**config.mk**
```make
export PLATFORM = sky130hd
export DESIGN_NAME = sr_cmd_conditioner
export DESIGN_NICKNAME = d
export VERILOG_FILES = /design/src/rtl/sr_cmd_conditioner_pkg.sv /design/src/rtl/sr_cmd_conditioner_sync_debounce.sv /design/src/rtl/sr_cmd_conditioner.sv
export SDC_FILE = /design/constraint.sdc
export NUM_CORES = 1
export LEC_CHECK = 0
export BUFFER_PORTS_ARGS = -buffer_cell sky130_fd_sc_hd__buf_2
export CELL_PAD_IN_SITES_DETAIL_PLACEMENT = 0
export CELL_PAD_IN_SITES_GLOBAL_PLACEMENT = 1
export CORE_ASPECT_RATIO = 0.75
export CORE_MARGIN = 1
export CORE_UTILIZATION = 33
export DETAILED_ROUTE_END_ITERATION = 8
export GPL_TIMING_DRIVEN = 0
export HOLD_SLACK_MARGIN = 0.06
export PLACE_DENSITY = 0.64
export RECOVER_POWER = 25
export SYNTH_ARGS = -nofsm -noshare
export SYNTH_HDL_FRONTEND = slang
export SYNTH_SLANG_ARGS = --single-unit
```
**constraint.sdc**
```tcl
create_clock -name clk -period 1.6 [get_ports clk]
set_input_delay 0.16 -clock clk [delete_from_list [all_inputs] [get_ports clk]]
set_output_delay 0.16 -clock clk [all_outputs]
set_load 0.03 [all_outputs]
```
**src/rtl/sr_cmd_conditioner_pkg.sv**
```systemverilog
// Shared state encodings, conflict-mode constants and the event resolution helper
// for the SR command conditioner.
package sr_cmd_conditioner_pkg;

    typedef enum logic [1:0] {
        ST_IDLE    = 2'd0,
        ST_PULSE   = 2'd1,
        ST_LOCKOUT = 2'd2
    } state_e;

    localparam logic [1:0] MODE_DROP     = 2'd0;
    localparam logic [1:0] MODE_SET_WINS = 2'd1;
    localparam logic [1:0] MODE_CLR_WINS = 2'd2;

    typedef struct packed {
        logic set_cmd;
        logic clr_cmd;
        logic conflict;
    } cmd_t;

    // Turns one cycle's set/clear events into at most one command plus a conflict flag.
    function automatic cmd_t resolve_cmd(input logic set_ev, input logic clr_ev,
                                         input logic [1:0] mode);
        cmd_t c;
        c = 3'b000;
        if (set_ev && clr_ev) begin
            c.conflict = 1'b1;
            case (mode)
                MODE_DROP:     c.conflict = 1'b1;
                MODE_SET_WINS: c.set_cmd  = 1'b1;
                MODE_CLR_WINS: c.clr_cmd  = 1'b1;
                default:       c.conflict = 1'b1;
            endcase
        end else begin
            c.set_cmd = set_ev;
            c.clr_cmd = clr_ev;
        end
        return c;
    endfunction

endpackage

```
**src/rtl/sr_cmd_conditioner_sync_debounce.sv**
```systemverilog
// One request channel: 2-flop synchronizer, 8-bit debounce counter and a
// registered single-cycle pulse on each debounced 0->1 transition.
module sr_sync_debounce #(
    parameter int DB_CYCLES = 4
) (
    input  logic clk,
    input  logic reset,
    input  logic raw,
    output logic level,
    output logic rise
);

    localparam logic [7:0] DB_LAST = 8'(DB_CYCLES - 1);

    logic       sync1_r;
    logic       sync2_r;
    logic       level_r;
    logic       rise_r;
    logic [7:0] cnt_r;
    logic       differ_s;
    logic       flip_s;

    // The level flips on the edge that takes the DB_CYCLES-th consecutive differing sample.
    always_comb begin
        differ_s = (sync2_r != level_r);
        flip_s   = differ_s && (cnt_r == DB_LAST);
    end

    // Synchronizer, debounce counter, level and edge pulse.
    always_ff @(posedge clk or posedge reset) begin
        if (reset) begin
            sync1_r <= 1'b0;
            sync2_r <= 1'b0;
            level_r <= 1'b0;
            rise_r  <= 1'b0;
            cnt_r   <= 8'd0;
        end else begin
            sync1_r <= raw;
            sync2_r <= sync1_r;
            rise_r  <= flip_s && sync2_r;
            if (flip_s) begin
                level_r <= sync2_r;
                cnt_r   <= 8'd0;
            end else if (differ_s) begin
                cnt_r   <= cnt_r + 8'd1;
            end else begin
                cnt_r   <= 8'd0;
            end
        end
    end

    assign level = level_r;
    assign rise  = rise_r;

endmodule

```
**src/rtl/sr_cmd_conditioner.sv**
```systemverilog
// Front end for the SR flip-flop: debounced set/clear requests become one-cycle,
// mutually exclusive s/r pulses separated by a lockout gap.
module sr_cmd_conditioner #(
    parameter int DB_CYCLES     = 4,
    parameter int LOCK_CYCLES   = 3,
    parameter int CONFLICT_MODE = 0
) (
    input  logic clk,
    input  logic reset,
    input  logic set_raw,
    input  logic clr_raw,
    output logic s,
    output logic r,
    output logic q_model,
    output logic busy,
    output logic conflict,
    output logic drop
);

    import sr_cmd_conditioner_pkg::*;

    localparam logic [7:0] LOCK_LAST = 8'(LOCK_CYCLES - 1);
    localparam logic [1:0] MODE      = 2'(CONFLICT_MODE);

    logic       set_level_s;
    logic       clr_level_s;
    logic       set_ev_s;
    logic       clr_ev_s;
    cmd_t       cmd_s;
    state_e     state_r;
    state_e     state_nxt_s;
    logic [7:0] lock_cnt_r;
    logic [7:0] lock_cnt_nxt_s;
    logic       s_r, r_r, q_r, busy_r, conflict_r, drop_r;
    logic       s_nxt_s, r_nxt_s, q_nxt_s, busy_nxt_s, conflict_nxt_s, drop_nxt_s;

    sr_sync_debounce #(.DB_CYCLES(DB_CYCLES)) u_set_db (
        .clk   (clk),
        .reset (reset),
        .raw   (set_raw),
        .level (set_level_s),
        .rise  (set_ev_s)
    );

    sr_sync_debounce #(.DB_CYCLES(DB_CYCLES)) u_clr_db (
        .clk   (clk),
        .reset (reset),
        .raw   (clr_raw),
        .level (clr_level_s),
        .rise  (clr_ev_s)
    );

    assign cmd_s = resolve_cmd(set_ev_s, clr_ev_s, MODE);

    // State and lockout counter register.
    always_ff @(posedge clk or posedge reset) begin
        if (reset) begin
            state_r    <= ST_IDLE;
            lock_cnt_r <= 8'd0;
        end else begin
            state_r    <= state_nxt_s;
            lock_cnt_r <= lock_cnt_nxt_s;
        end
    end

    // Next-state logic; a dropped conflict leaves the FSM idle.
    always_comb begin
        state_nxt_s    = state_r;
        lock_cnt_nxt_s = 8'd0;
        case (state_r)
            ST_IDLE: begin
                if (cmd_s.set_cmd || cmd_s.clr_cmd) begin
                    state_nxt_s = ST_PULSE;
                end else begin
                    state_nxt_s = ST_IDLE;
                end
            end
            ST_PULSE: begin
                if (LOCK_CYCLES > 0) begin
                    state_nxt_s = ST_LOCKOUT;
                end else begin
                    state_nxt_s = ST_IDLE;
                end
            end
            ST_LOCKOUT: begin
                if (lock_cnt_r == LOCK_LAST) begin
                    state_nxt_s = ST_IDLE;
                end else begin
                    state_nxt_s    = ST_LOCKOUT;
                    lock_cnt_nxt_s = lock_cnt_r + 8'd1;
                end
            end
            default: state_nxt_s = ST_IDLE;
        endcase
    end

    // Output logic; events seen outside IDLE are discarded and flagged, never queued.
    always_comb begin
        s_nxt_s        = 1'b0;
        r_nxt_s        = 1'b0;
        conflict_nxt_s = 1'b0;
        drop_nxt_s     = 1'b0;
        case (state_r)
            ST_IDLE: begin
                s_nxt_s        = cmd_s.set_cmd;
                r_nxt_s        = cmd_s.clr_cmd;
                conflict_nxt_s = cmd_s.conflict;
            end
            ST_PULSE, ST_LOCKOUT: drop_nxt_s = set_ev_s | clr_ev_s;
            default:              drop_nxt_s = 1'b0;
        endcase
        if (s_nxt_s) begin
            q_nxt_s = 1'b1;
        end else if (r_nxt_s) begin
            q_nxt_s = 1'b0;
        end else begin
            q_nxt_s = q_r;
        end
        busy_nxt_s = (state_nxt_s != ST_IDLE);
    end

    // Output register.
    always_ff @(posedge clk or posedge reset) begin
        if (reset) begin
            s_r        <= 1'b0;
            r_r        <= 1'b0;
            q_r        <= 1'b0;
            busy_r     <= 1'b0;
            conflict_r <= 1'b0;
            drop_r     <= 1'b0;
        end else begin
            s_r        <= s_nxt_s;
            r_r        <= r_nxt_s;
            q_r        <= q_nxt_s;
            busy_r     <= busy_nxt_s;
            conflict_r <= conflict_nxt_s;
            drop_r     <= drop_nxt_s;
        end
    end

    assign s        = s_r;
    assign r        = r_r;
    assign q_model  = q_r;
    assign busy     = busy_r;
    assign conflict = conflict_r;
    assign drop     = drop_r;

    // Debounced levels are not needed downstream; fold them into nothing.
    logic unused_s;
    assign unused_s = set_level_s ^ clr_level_s;

endmodule

```
* Yosys cells after proc, flatten, opt, wreduce, memory -nomap -nowiden
Index checks and enable logic that the tools add are counted.
** Operators by class
- Add/sub/neg operators :: 3
- Eq/ne operators :: 7
- Mux-type cells :: 17
- Bitwise gates (word level) :: 1
- Reduce and logical (&&, ||, !) cells :: 10
** Operator list (number)
- $mux W8 :: 6
- $add A8 B1 Y8 const B :: 3
- $eq A8 B2 Y1 const B :: 3
- $mux W1 :: 8
- $pmux W2 S3 :: 1
- $logic_and A1 B1 Y1 :: 5
- $mux W2 :: 2
- $reduce_bool A2 Y1 :: 2
- $eq A2 B1 Y1 const B :: 1
- $eq A2 B2 Y1 const B :: 1
- $logic_not A2 Y1 :: 1
- $ne A1 B1 Y1 :: 2
- $reduce_or A2 Y1 :: 1
- $logic_or A1 B1 Y1 :: 1
- $or A1 B1 Y1 :: 1
** Word-level totals
- Bits in registers :: 40
- Input bits :: 4
- Output and inout bits :: 6
- Logic and storage cells :: 56

* Logic depth before layout (Yosys ltp)
Gate-level depths: netlist (run 1).
- Depth in word-level cells :: 6
- Gate-level depth with buffers :: 5

* Hierarchy
From an unflattened synthesis (run 1), not the netlist that was laid out.
** Second synthesis, totals
- Cell total of the unflattened synthesis :: 157
- Area, all modules :: 1790.5 µm²
** By module, submodules not included
- sr_sync_debounce :: times used 2, cells an instance 44, area each 511.7 µm², sequential area each 300.3 µm²
- sr_cmd_conditioner :: times used 1, cells an instance 69, area each 767.0 µm², sequential area each 400.4 µm²

* Worst setup path after synthesis (run 1)
No wires, ideal clock.
- Path kind :: register to register
- Start :: reg lock_cnt_r[0]
- End :: reg busy_r (netlist: busy)
- Library setup time :: 0.143 ns
- Arrival :: 1.546 ns
- Required time :: 1.457 ns
- Setup slack :: -0.090 ns
- Stages on the path, launching flop included :: 6
- Buffers on the path :: 0
- Period minus slack after synthesis :: 1.690 ns
- Cell sequence :: dfrtp_1 > inv_1 > ha_1 > or4b_4 > o41ai_4 > o221ai_1
** On the way
- Longest elaborated chain between the ends :: 4
** Ends and longest elaborated chain
- from (decl) :: line sr_cmd_conditioner.sv:32 : logic [7:0] lock_cnt_r;
- from (signal assigned) :: line sr_cmd_conditioner.sv:62 : lock_cnt_r <= lock_cnt_nxt_s;
- $eq A8 B2 Y1 :: line sr_cmd_conditioner.sv:86 : if (lock_cnt_r == LOCK_LAST) begin
- $mux W2 :: line sr_cmd_conditioner.sv:86
- $pmux W2 S3 :: line sr_cmd_conditioner.sv:70 : case (state_r)
- $reduce_bool A2 Y1 :: line sr_cmd_conditioner.sv:119 : busy_nxt_s = (state_nxt_s != ST_IDLE);
- net busy_nxt_s :: line sr_cmd_conditioner.sv:35 : logic s_nxt_s, r_nxt_s, q_nxt_s, busy_nxt_s, conflict_nxt_s, drop_nxt_s;
- to (signal assigned) :: line sr_cmd_conditioner.sv:135 : busy_r <= busy_nxt_s;
- to (decl) :: line sr_cmd_conditioner.sv:34 : logic s_r, r_r, q_r, busy_r, conflict_r, drop_r;
The timed path passes the listed nets, and every way through them passes these cells.
A chain may end at the register's enable or synchronous reset.

* Worst setup path in the final report (run 1)
Ends and elaborated chain as after synthesis.

==> run metrics, run 1 <==
first-pass GRT wire length around 5.5 mm; gpl congestion 0.795; WL final 3.11 mm; final hold viol count 0; Routed Antenna Nets 0; P&R area growth vs syn 20.2%; GRT Util Overall 0.128; critical setup path kind flop to flop; clock skew 0.00999 ns; crit-path leading delay family simple AND/OR/NAND/NOR gates; Final Cycle Share 1.06; Synth Area in Adders 0.0775; Setup TNS -0.359 ns; WP data required ~1.8 ns; post-synthesis mux area share 0.0127; CP arrival 1.88 ns; Std-Cell Rows 22; root buffer cell clkbuf_8; vias per inst approximately 4.6; # clock sinks 40; synthesis warning total 0; synthesized area per cell approximately 11 µm²; # diodes 0; most frequent cells in the layout dfrtp_1, nor2_1, nand3_1, ha_1, nand2_1; failing checks setup timing; vias in the first global route roughly 1200; Register Area roughly 1000 µm²; Peak VDD IR ~440 µV; post-synth top area share 0.563; Clk pin slew, worst setup/hold paths around 0.080 ns; initial antenna violation count 0; leak pwr 0.000946 µW; status complete, but fails checks; die height 65.5 µm; pin slew with the least headroom to its limit just over 0.8 ns; met1 Use GR 0.160; Achievable Freq roughly 600 MHz; num ports 10; max_cap viols 0; commonest non-fill, non-tap cell in the layout dfrtp_1; Syn Inst Count between 150 and 200; worst rel slew slack 0.454; # H-tree levels 2; largest net degree at the start of global routing 41; vias post-DR about 1200; Mapped Area about 1800 µm²; Clk Latency, worst-skew pair 0.29 ns; slowest stage delay, CP ~0.47 ns; main combinational cell family by area after synthesis simple AND/OR/NAND/NOR gates; Unique masters post-synth 31; die area around 5700 µm²; initial core utilization 0.353; Hold Path Depth 0; Synth Area in Compound Gates 0.0979; Worst setup SP type flop; Residual DRC 0; # port buffers 9; Worst R2R Path Depth 6; routing usage on met3 0.0415; Final min period about 1.7 ns; Net Count, Synth approximately 170; met2 Track Usage GR 0.202; fill count 482; Chip Width a little under 90 µm; Post-DP HPWL between 2 and 2.5 mm; sequential share of the synthesized area 0.563; Core Region approximately 5000 µm²; share of layout cells above drive strength 1 0.152; clock buffer depth 2; Pwr Density about 1300 nW/µm²; CP cell instances inv_1 -> ha_1 -> or4b_4 -> o41ai_4 -> buf_4 -> o221ai_2; final setup vio count 8; worst-path cell with the longest stage delay or4b_4; fin worst setup slack -0.100 ns; Worst setup EP type flop; Slew Viols, Final 0; HP Class flop to flop; Crit path depth 6; Crit Path Max Fanout 6; TritonCTS Buffers 5; Critical path buffers and inverters 2; Post-Synth Simple-Gate Area 0.173; gr busiest metal met2; top cells by area, synth dfrtp_1, ha_1, nand3_1, xor2_1, or3_1; fin nets approximately 200; Avg WL per Cell approximately 12 µm; area of the multi-input gates slightly below 800 µm²; Tot Pwr 2720 µW; GRT overflow 0; DRT iter0 DRCs 43; DRT Pass-1 Iters 4; xor and xnor area share after synthesis 0.0542; CTS tree yes; post-synth top area cell dfrtp_1; register bit total from synthesis 40; RSZ-0062 raised after global routing yes
[kinds of logic after synthesis]
logic type                 Yosys count
and+or+nand+nor                     58
DFF                                 40
AOI/OAI and AO/OA                   26
xor gates and xnor gates            11
adders and majority gates           11
buffers and inverters               10
muxes                                2
[area by class of cell]
type / instances / area share
Inverter: 9 / 0.0158
Clock inverter: 2 / 0.0164
Sequential cell: 40 / 0.469
Timing Repair Buffer: 19 / 0.0562
Clock buffer: 6 / 0.0340
Tap cell: 72 / 0.0422
Multi-Input combinational cell: 108 / 0.367
[sequential cells by signal (all words and copies together), names as in the netlist]
| register | cells |
|---|---|
| lock_cnt_r | 8 |
| u_clr_db.cnt_r | 8 |
| u_set_db.cnt_r | 8 |
| state_r | 2 |
| busy | 1 |
| conflict | 1 |
| drop | 1 |
| q_model | 1 |
| r | 1 |
| s | 1 |
| u_clr_db.level | 1 |
| u_clr_db.rise | 1 |
| u_clr_db.sync1_r | 1 |
| u_clr_db.sync2_r | 1 |
| u_set_db.level | 1 |
| u_set_db.rise | 1 |
| u_set_db.sync1_r | 1 |
| u_set_db.sync2_r | 1 |
[Yosys cell counts]
cell type,n
xnor2_1,5
ha_1,11
nor2b_1,1
nor3b_1,1
or4b_4,1
o221ai_1,1
nor3_1,2
nor2_1,12
xor2_1,6
and2_1,4
a21oi_1,9
o31ai_1,2
clkbuf_1,1
nand2_1,10
o21bai_1,1
nand3_1,11
or3_1,8
or4_1,2
a21boi_0,1
a21o_1,1
mux2_2,2
nor4b_1,1
o41ai_4,1
and3_1,1
dfrtp_1,40
a21bo_2,1
and3b_1,1
inv_1,9
o21ai_0,9
nand2b_1,1
nand4_1,2
[where the power goes]
group	switching (µW)	internal [µW]	total, µW
Combinational	353	292	646
Clock	346	463	809
Sequential	115	1150	1260
[metrics by stage]
| stage | area, µm² | hold WS [ns] | setup WS (ns) | std cells | utilization |
|---|---|---|---|---|---|
| after floorplan | 1780 | 0.191 | -0.0896 | 158 | - |
| after global placement | 1920 | 0.269 | -0.288 | 239 | 0.381 |
| after detailed placement | 1920 | 0.271 | -0.312 | 239 | 0.381 |
| after CTS | 2120 | 0.356 | -0.166 | 255 | 0.421 |
| after global routing | 2140 | 0.359 | -0.187 | 256 | 0.424 |
| final | 2140 | 0.353 | -0.100 | 256 | 0.424 |
[layer usage]
layer  wire length, µm  part of all wire
met1              1560              0.50
met2              1360              0.44
met3               134             0.043
met4                53             0.017
met5                 0                 0
[repair_timing]
action	in CTS	in global routing
buffers inserted	5	2
resized for setup	5	2
endpoints found under the hold margin	28	0
setup endpoints to repair	13	13
hold buffers	3	0
pin swaps	3	4
[worst paths after layout]
kind / start / endpoint / slack (ns)
min in group asynchronous: reset / u_set_db.cnt_r[6]$_DFF_PP0_ / 0.57
setup / recovery: lock_cnt_r[0]$_DFF_PP0_ / busy$_DFF_PP0_ / -0.10
max in group asynchronous: reset / u_set_db.cnt_r[2]$_DFF_PP0_ / 0.51
setup reg to reg: lock_cnt_r[0]$_DFF_PP0_ / busy$_DFF_PP0_ / -0.10
hold reg to reg: u_clr_db.sync1_r$_DFF_PP0_ / u_clr_db.sync2_r$_DFF_PP0_ / 0.35
hold / removal: u_clr_db.sync1_r$_DFF_PP0_ / u_clr_db.sync2_r$_DFF_PP0_ / 0.35
(Power assumes the default switching activity.)
==> run 2: changes to the inputs <==
- CORE_MARGIN: 1 -> 4
- PLACE_DENSITY: 0.64 -> unset
- PLACE_DENSITY_LB_ADDON: unset -> 0.05
- SYNTH_HIERARCHICAL: unset -> 1
==> run 2 against run 1 <==
The flow still finishes with violations (setup timing). Cell count decreased by 1.6%. Worst hold slack got worse by 0.0017 ns. Core utilization decreased by 0.95 points. Flip-flop and latch count did not move. Total power shrank 0.39%. First-iteration DRC count is 42% higher. Synthesized area rose by 0.77%. Clock skew fell by 0.0057 ns. Via count down 1.7%. Count of clock-buffer cells in the layout did not move. Sequential share of layout area rose by 0.81 points. Clock power is 1% lower. Largest power group unchanged. Highest routed layer unchanged.
==> run metrics, run 2 <==
GRT Util Overall 0.105 (was 0.128); WP data required 1.76 ns (was 1.78 ns); Setup WS pre-CTS -0.332 ns (was -0.312 ns); Achievable Freq 596 MHz (was 588 MHz); Reg power frac 0.471 (was 0.464); Final min period 1.68 ns (was 1.70 ns); Worst setup SP type flop (unchanged); root buffer cell clkbuf_8 (unchanged); max_cap viols 0 (unchanged); Primary FF master, synth dfrtp_1 (unchanged); clock skew 0.00432 ns (was 0.00999 ns); placed cells 238 (was 239); sequential share of the synthesized area 0.559 (was 0.563); # port buffers 9 (unchanged); most frequent cells in the layout dfrtp_1, nor2_1, inv_1, ha_1 (was dfrtp_1, nor2_1, nand3_1, ha_1, nand2_1); initial core utilization 0.354 (was 0.353); critical setup path kind flop to flop (unchanged); share of layout cells above drive strength 1 0.183 (was 0.152); worst rel slew slack 0.598 (was 0.454); CP arrival 1.84 ns (was 1.88 ns); Chip Width 93.1 µm (was 86.7 µm); status complete, but fails checks (unchanged); fin util 0.415 (was 0.424); Post-DP HPWL 2.14 mm (was 2.06 mm); num ports 10 (unchanged); register bit total from synthesis 40 (unchanged); combinational share of power 0.234 (was 0.238); vias in the first global route 1174 (was 1235); Async SR Flop Fraction 1.00 (unchanged); initial antenna violation count 0 (unchanged); Slew Viols, Final 0 (unchanged); Clk pin slew, worst setup/hold paths 0.08 ns (about the same); Syn Inst Count 157 (was 158); vias post-DR 1170 (was 1190); number of synthesized flops with an enable pin 0 (unchanged); final hold viol count 0 (unchanged); RSZ-0062 raised after global routing yes (unchanged); DRT Pass-1 Iters 4 (unchanged); P&R area growth vs syn 17.3% (was 20.2%); first-pass GRT wire length 5.57 mm (was 5.50 mm); Routed Antenna Nets 0 (unchanged); Pwr Density 1290 nW/µm² (was 1270 nW/µm²); # clock sinks 40 (unchanged); gpl congestion 0.724 (was 0.795); synthesis warning total 6 (was 0); die height 71.8 µm (was 65.5 µm); Unique masters post-synth 25 (was 31); Residual DRC 0 (unchanged); # H-tree levels 2 (unchanged); Core Region 5060 µm² (was 5040 µm²); most frequent cells after synthesis dfrtp_1, nor2_1, ha_1, inv_1 (was dfrtp_1, nor2_1, ha_1, nand3_1, nand2_1); clock share of power 0.294 (was 0.298); die area 6680 µm² (was 5680 µm²); vias per inst 4.64 (was 4.65); leak pwr 0.000943 µW (was 0.000946 µW); HP Class flop to flop (unchanged); CTS tree yes (unchanged); DRT iter0 DRCs 61 (was 43); Crit Path Max Fanout 4 (was 6); fin worst setup slack -0.0787 ns (was -0.100 ns); synthesized area per cell 11.4 µm² (was 11.2 µm²); Final Cycle Share 1.05 (was 1.06); Avg WL per Cell 12.1 µm (about the same); largest registers lock_cnt_r: 8 flops, u_clr_db/cnt_r: 8 flops, u_set_db/cnt_r: 8 flops (was lock_cnt_r: 8 flops, u_clr_db.cnt_r: 8 flops, u_set_db.cnt_r: 8 flops); final setup vio count 8 (unchanged); # diodes 0 (unchanged); most frequent cell after synthesis dfrtp_1 (unchanged); Worst setup EP type flop (unchanged); failing checks setup timing (unchanged); pin slew with the least headroom to its limit 0.602 ns (was 0.818 ns); Tot Pwr 2710 µW (was 2720 µW); Net Switching 806 µW (was 815 µW); Mapped Area 1790 µm² (was 1780 µm²); WL final 3.05 mm (was 3.11 mm); commonest non-fill, non-tap cell in the layout dfrtp_1 (unchanged); clock buffer depth 2 (unchanged); cell internal pwr 1900 µW (about the same); post-synth top area cell dfrtp_1 (unchanged); final non-filler cell total 252 (was 256); Net Count, Synth 172 (was 173); top cells by area, synth dfrtp_1, ha_1, xor2_1, or3_1, nor2_1 (was dfrtp_1, ha_1, nand3_1, xor2_1, or3_1); TritonCTS Buffers 5 (unchanged); largest net degree at the start of global routing 17 (was 41); Clk Latency, worst-skew pair 0.28 ns (was 0.29 ns); switch share 0.298 (was 0.300); Peak VDD IR 468 µV (was 438 µV); Std-Cell Rows 22 (unchanged); post-synth top area share 0.559 (was 0.563); GRT overflow 0 (unchanged); fin nets 194 (was 198)
-- run 2: timing repair --
| action | in CTS | in global routing |
|---|---|---|
| setup endpoints to repair | 8 | 10 |
| hold buffers | 3 | 0 |
| pin swaps | 1 | 1 |
| endpoints found under the hold margin | 42 | 0 |
| setup buffers | 3 | 0 |
| gates resized for setup | 2 | 1 |
-- run 2: path summary, 6_finish.rpt --
check                                         endpoint  cells past startpoint  slack (ns)                        from
setup / recovery                        busy$_DFF_PP0_                      6       -0.08     lock_cnt_r[0]$_DFF_PP0_
hold / removal              u_clr_db/sync2_r$_DFF_PP0_                      0        0.35  u_clr_db/sync1_r$_DFF_PP0_
setup reg to reg                        busy$_DFF_PP0_                      6       -0.08     lock_cnt_r[0]$_DFF_PP0_
hold reg to reg             u_clr_db/sync2_r$_DFF_PP0_                      0        0.35  u_clr_db/sync1_r$_DFF_PP0_
max in group asynchronous      lock_cnt_r[4]$_DFF_PP0_                      3        0.70                       reset
min in group asynchronous  u_clr_db/cnt_r[7]$_DFF_PP0_                      3        0.45                       reset
-- run 2: cell type report --
type / count / area (µm²)
fill: 518 / 2970
clock inverter: 2 / 35.0
sequential: 40 / 1000
multi-input combinational: 106 / 763
inverter: 11 / 41.3
tap: 72 / 90.1
clock buffer: 6 / 72.6
timing repair buffer: 15 / 96.3
-- run 2: cells by family (layout without fill, tap and decap cells) --
kind of cell / after synthesis / count (layout) / share of synthesized area
AO/OA/AOI/OAI: 24 / 24 / 0.0929
XOR/XNOR: 11 / 11 / 0.0538
adder cells (fa/ha/maj): 11 / 11 / 0.0769
buffers and inverters: 11 / 34 / 0.0231
flip-flops: 40 / 40 / 0.559
multiplexers: 2 / 2 / 0.0126
AND/OR/NAND/NOR: 58 / 58 / 0.182
-- run 2: worst max-delay path, stage by stage (launching register included) --
cell	delay [ns]
dfrtp_1	0.39
inv_1	0.06
ha_1	0.13
or4b_4	0.47
o41ai_4	0.24
buf_4	0.19
o221ai_2	0.09
-- run 2: per-stage QoR --
step           hold WS [ns]  TNS (ns)  area (µm²)
2_1_floorplan        0.0247    -0.176        1790
3_3_place_gp          0.215     -1.52        1930
3_5_place_dp          0.219     -1.94        1930
4_1_cts               0.353    -0.870        2100
5_1_grt               0.355     -1.00        2100
6_report              0.351    -0.248        2100
-- run 2: power groups by stage --
stage	sequential [µW]	clock (µW)	combinational, µW
2_1_floorplan	1330	0	396
3_3_place_gp	1300	0	569
3_5_place_dp	1300	0	582
4_1_cts	1280	836	650
5_1_grt	1300	882	718
6_report	1270	797	634
-- run 2: routing by layer --
| metal | vias up | routed length [µm] | track usage |
|---|---|---|---|
| li1 | 581 | - | - |
| met1 | 563 | 1570 | 0.145 |
| met2 | 24 | 1340 | 0.154 |
| met3 | 2 | 125 | 0.0378 |
| met4 | 0 | 18 | 0.0341 |
| met5 | - | 0 | 0 |
